## src/rtl/uart_defs.sv

```systemverilog
// ============================================================================
// Module  : uart_defs
// Purpose : Shared 8N1 framing constants and receiver state encoding.
// Rev     : 1.0
// ============================================================================
`default_nettype none

package uart_defs;

  localparam int DATA_BITS        = 8;
  localparam int CLKS_PER_BIT_DEF = 5208;

  typedef enum logic [2:0] {
    ST_IDLE  = 3'd0,
    ST_START = 3'd1,
    ST_DATA  = 3'd2,
    ST_STOP  = 3'd3,
    ST_BRK   = 3'd4
  } rx_state_e;

endpackage

`default_nettype wire

```

## src/rtl/sync_2ff.sv

```systemverilog
// ============================================================================
// Module  : sync_2ff
// Purpose : Two-flop synchroniser for an asynchronous single-bit input.
// Rev     : 1.0
// ============================================================================
`default_nettype none

module sync_2ff #(
  parameter logic RESET_VAL = 1'b1
) (
  input  logic clk_i,
  input  logic rst_ni,
  input  logic d_i,
  output logic q_o
);

  logic meta_q;
  logic sync_q;

  always_ff @(posedge clk_i or negedge rst_ni) begin
    if (!rst_ni) begin
      meta_q <= RESET_VAL;
      sync_q <= RESET_VAL;
    end else begin
      meta_q <= d_i;
      sync_q <= meta_q;
    end
  end

  assign q_o = sync_q;

endmodule

`default_nettype wire

```

## src/rtl/uart_receiver.sv

```systemverilog
// ============================================================================
// Module  : uart_receiver
// Purpose : 8N1 UART receive path with Valid/Ack holding register and errors.
// Rev     : 1.0
// ============================================================================
`default_nettype none

module uart_receiver
  import uart_defs::*;
#(
  parameter int CLKS_PER_BIT = CLKS_PER_BIT_DEF
) (
  input  logic                 CLK,
  input  logic                 RST,
  input  logic                 RX,
  input  logic                 Ack,
  output logic [DATA_BITS-1:0] Data,
  output logic                 Valid,
  output logic                 Frame_Err,
  output logic                 Overrun,
  output logic                 Busy
);

  localparam int CNT_W = $clog2(CLKS_PER_BIT);
  localparam logic [CNT_W-1:0] HALF_M1 = CNT_W'(CLKS_PER_BIT / 2 - 1);
  localparam logic [CNT_W-1:0] FULL_M1 = CNT_W'(CLKS_PER_BIT - 1);
  localparam logic [2:0]       LAST_IDX = 3'(DATA_BITS - 1);

  logic rx_s;

  rx_state_e              state_q, state_d;
  logic [CNT_W-1:0]       cnt_q, cnt_d;
  logic [2:0]             idx_q, idx_d;
  logic [DATA_BITS-1:0]   shift_q, shift_d;
  logic [DATA_BITS-1:0]   data_q, data_d;
  logic                   valid_q, valid_d;
  logic                   fe_q, fe_d;
  logic                   ov_q, ov_d;

  sync_2ff #(
    .RESET_VAL (1'b1)
  ) u_rx_sync (
    .clk_i  (CLK),
    .rst_ni (RST),
    .d_i    (RX),
    .q_o    (rx_s)
  );

  always_ff @(posedge CLK or negedge RST) begin
    if (!RST) begin
      state_q <= ST_IDLE;
      cnt_q   <= '0;
      idx_q   <= '0;
      shift_q <= '0;
      data_q  <= '0;
      valid_q <= 1'b0;
      fe_q    <= 1'b0;
      ov_q    <= 1'b0;
    end else begin
      state_q <= state_d;
      cnt_q   <= cnt_d;
      idx_q   <= idx_d;
      shift_q <= shift_d;
      data_q  <= data_d;
      valid_q <= valid_d;
      fe_q    <= fe_d;
      ov_q    <= ov_d;
    end
  end

  always_comb begin
    state_d = state_q;
    cnt_d   = cnt_q + 1'b1;
    idx_d   = idx_q;
    shift_d = shift_q;
    data_d  = data_q;
    valid_d = valid_q;
    fe_d    = 1'b0;
    ov_d    = 1'b0;

    if (valid_q && Ack) begin
      valid_d = 1'b0;
    end

    case (state_q)
      ST_IDLE: begin
        if (!rx_s) begin
          state_d = ST_START;
        end
      end
      ST_START: begin
        if (cnt_q == HALF_M1) begin
          state_d = rx_s ? ST_IDLE : ST_DATA;
          idx_d   = '0;
        end
      end
      ST_DATA: begin
        if (cnt_q == FULL_M1) begin
          shift_d = {rx_s, shift_q[DATA_BITS-1:1]};
          cnt_d   = '0;
          if (idx_q == LAST_IDX) begin
            state_d = ST_STOP;
          end else begin
            idx_d = idx_q + 3'd1;
          end
        end
      end
      ST_STOP: begin
        if (cnt_q == FULL_M1) begin
          if (rx_s) begin
            // A same-cycle Ack frees the register, so only an unacked byte overruns.
            data_d  = shift_q;
            valid_d = 1'b1;
            ov_d    = valid_q && !Ack;
            state_d = ST_IDLE;
          end else begin
            fe_d    = 1'b1;
            state_d = ST_BRK;
          end
        end
      end
      ST_BRK: begin
        if (rx_s) begin
          state_d = ST_IDLE;
        end
      end
      default: begin
        state_d = ST_IDLE;
      end
    endcase

    if (state_d != state_q) begin
      cnt_d = '0;
    end
  end

  assign Data      = data_q;
  assign Valid     = valid_q;
  assign Frame_Err = fe_q;
  assign Overrun   = ov_q;
  assign Busy      = (state_q != ST_IDLE);

endmodule

`default_nettype wire

```

## config.mk

```make
export PLATFORM = sky130hd
export DESIGN_NAME = uart_receiver
export DESIGN_NICKNAME = d
export VERILOG_FILES = /design/src/rtl/uart_defs.sv /design/src/rtl/sync_2ff.sv /design/src/rtl/uart_receiver.sv
export SDC_FILE = /design/constraint.sdc
export NUM_CORES = 1
export LEC_CHECK = 0
export ABC_AREA = 1
export CAP_MARGIN = 15
export CORE_ASPECT_RATIO = 0.75
export CORE_MARGIN = 3
export CORE_UTILIZATION = 25
export CTS_BUF_LIST = sky130_fd_sc_hd__clkbuf_2 sky130_fd_sc_hd__clkbuf_4 sky130_fd_sc_hd__clkbuf_8
export DETAILED_ROUTE_END_ITERATION = 16
export GPL_TIMING_DRIVEN = 0
export SLEW_MARGIN = 10
export SYNTH_ARGS = -nofsm -noshare
export SYNTH_HDL_FRONTEND = slang
export SYNTH_SLANG_ARGS = --single-unit
```

## constraint.sdc

```tcl
create_clock -name CLK -period 1.8 [get_ports CLK]
set_input_delay 0.54 -clock CLK [delete_from_list [all_inputs] [get_ports CLK]]
set_output_delay 0.54 -clock CLK [all_outputs]
set_load 0.01 [all_outputs]
```

==> impl_metrics.py <==
metrics = {
    "drt": {
        "wl_um": 4643,
        "num_vias": 1688,
        "drtAntennaViolNets": 0,
        "viasPerCell": 4.373,
        "wl_per_cell_um": 12.03,
        "drtIter0Drc": 74,
        "drc": 0,
        "firstDrtPassIters": 4,
    },
    "clock_tree": {
        "cts.sinks": 40,
        "htreeDepth": 2,
        "cts_tree": "done",
        "cts_buffers": 5,
        "clk_pin_slew_worst_paths_ns": 0.08,
        "hold_buffers": 0,
        "clock-root-buffer": "clkbuf_8",
        "worstSkewPairLatency_ns": 0.30,
        "clockBufferDepth": 2,
    },
    "critical_path": {
        "crit_buf_inv": 2,
        "cp-end-kind": "register",
        "cp.required_ns": 1.99,
        "critical_path.max_stage_delay_ns": 0.40,
        "crit_chain": "ha_4 -> nand2_4 -> inv_4 -> nand2_2 -> nor2_4 -> nand2_4 -> nand2_4 -> nand2_4 -> a31oi_4 -> clkbuf_16 -> nor3_2",
        "rrSetupSlack_ns": 0.03,
        "critical_path_class": "register to register",
        "crit_path_frequent_cell": "nand2_4",
        "crit_fanout": 5,
        "cp_slowest_cell": "dfrtp_1",
        "worstSetupStartpointType": "register",
        "crit_arrival_ns": 1.96,
        "cp_top_family": "simple AND/OR/NAND/NOR gates",
    },
    "power": {
        "total_power_mw": 1.691,
        "power_density_nw_per_um2": 638.5,
        "leakage_nw": 1.218,
        "ir_drop_mv": 0.3923,
    },
    "timing": {
        "period_needed_ns": 1.769,
        "clock-skew-final_ns": 0.006829,
        "tns_ns": 0,
        "hold_slack_ns": 0.1847,
        "max_slew_margin": 0.6824,
        "hold_violations": 0,
        "fin_crit_sh": 0.9826,
        "setup_slack_ns": 0.03125,
        "slew_violations": 0,
        "fmax_mhz": 565.4,
        "tightest_slew_ns": 0.4764,
        "finalSetupViolCount": 0,
    },
    "status": {
        "outcome": "finished, final reports clean",
    },
    "finish": {
        "final_nets": 291,
        "area_growth_pct": 28.85,
        "n_antenna_cell": 0,
        "nFillCells": 785,
        "layout_commonest_cell": "nand2_1",
        "fin_util": 0.3454,
        "layout-drive-gt1-share": 0.2386,
        "layout.cells.non_filler": 386,
        "most-common-layout-cells": "nand2_1 (61), dfrtp_1 (38), inv_1 (28)",
        "post-route-cell-area_um2": 2649,
    },
    "global_route": {
        "grt_pass1_vias": 1576,
        "grt_overflow": 0,
        "grt_pass1_wl_um": 7548,
        "grt_util_all_layers": 0.09947,
        "antenna_found_initial": 0,
        "grt_max_degree": 24,
    },
    "logic_synthesis": {
        "syn_area_um2": 2056,
        "ys_seq_area_frac": 0.4881,
        "synthCells": 252,
        "synth_cell_types": 29,
        "synth_area_leaders": "dfrtp_1 (46%), nand2_1 (12%), inv_1 (5.7%)",
        "synthesis.nets": 259,
        "synth_seq_cells": 40,
        "synth_warnings": 0,
        "synth_top_cell_by_area": "dfrtp_1",
        "synth_top_area_frac": 0.4626,
        "syn_area_per_cell_um2": 8.158,
    },
    "floorplan": {
        "die_y_um": 84.53,
        "die_w_um": 110.7,
        "die-area_um2": 9358,
        "ios": 16,
        "core_area_um2": 7669,
        "rows": 27,
        "start_util": 0.2681,
    },
    "placement": {
        "dpl_cell_area_um2": 2355,
        "place_ws_ns": -0.08700,
        "gp_congestion": 0.8710,
        "dp_hpwl_um": 3261,
        "dp.cells": 369,
        "port_buffers": 15,
    },
    "job": {
        "max_cap_viol_count": 0,
    },
    "min_path": {
        "hp-class": "input pin to asynchronous set/reset pin",
    },
}
-- power by group --
part           switching [mW]  leakage (nW)  internal, mW  total [mW]
registers             0.00228         0.537         0.902       0.904
logic                  0.0219         0.622        0.0115      0.0334
clock network           0.327        0.0586         0.427       0.754
-- final cells by class --
type / count / area (um2) / share of cell area
Buffer: 5 / 46.29 / 0.01748
Clock buffer: 6 / 76.32 / 0.02881
Clock inverter: 2 / 35.03 / 0.01323
Inverter: 35 / 133.9 / 0.05054
Multi-Input combinational cell: 172 / 974.7 / 0.3680
Sequential cell: 40 / 1003 / 0.3788
Tap cell: 101 / 126.4 / 0.04771
Timing Repair Buffer: 25 / 252.7 / 0.09542
-- registers in the layout (all words and copies together), names as in the netlist --
register	cells
cnt_q	13
u_rx_sync.q_o	1
Valid	1
u_rx_sync.meta_q	1
Data	8
state_q	3
Frame_Err	1
shift_q	8
idx_q	3
Overrun	1
-- cell usage after synthesis, drive strengths merged --
| cell type | number |
|---|---|
| clkinv | 1 |
| ha | 3 |
| nand2 | 70 |
| nor3 | 16 |
| buf | 4 |
| xnor2 | 1 |
| a211oi | 1 |
| dfrtp | 38 |
| clkbuf | 1 |
| dfstp | 2 |
| nor2 | 28 |
| inv | 34 |
| o21ai | 24 |
| nand4 | 9 |
| a21oi | 2 |
| xor2 | 2 |
| a31oi | 1 |
| nand3 | 15 |
-- kinds of logic (layout without fill, tap and decap cells) --
logic type,after synthesis,in the layout,synth area share
AND/OR/NAND/NOR,138,138,0.3080
adder cells (fa/ha/maj),3,3,0.01826
flip-flops,40,40,0.4881
XOR/XNOR,3,3,0.01278
AO/OA/AOI/OAI,28,28,0.09008
buffers and inverters,40,73,0.08277
-- per-layer routing --
layer | share of wire | GRT usage | vias up
met2 | 0.42 | 0.1388 | 29
met4 | 0.012 | 0.03691 | 0
met5 | 0 | 0 | -
met1 | 0.52 | 0.1468 | 782
met3 | 0.043 | 0.02522 | 4
li1 | - | - | 873
-- what timing repair did --
action	in CTS	in global routing
endpoints found under the setup margin	2	23
gates resized for setup	6	27
buffers inserted	5	3
pin swaps	1	4
gates cloned	0	1
-- path summary, 6_finish.rpt --
| kind | cells after the start | startpoint | to |
|---|---|---|---|
| min | 1 | RST | idx_q[1] |
| min in group CLK | 0 | u_rx_sync.meta_q | u_rx_sync.q_o |
| min reg2reg | 0 | u_rx_sync.meta_q | u_rx_sync.q_o |
| max | 11 | cnt_q[0] | cnt_q[9] |
| max reg2reg | 11 | cnt_q[0] | cnt_q[9] |
| max in group asynchronous | 2 | RST | u_rx_sync.q_o |
(Power assumes the default switching activity.)
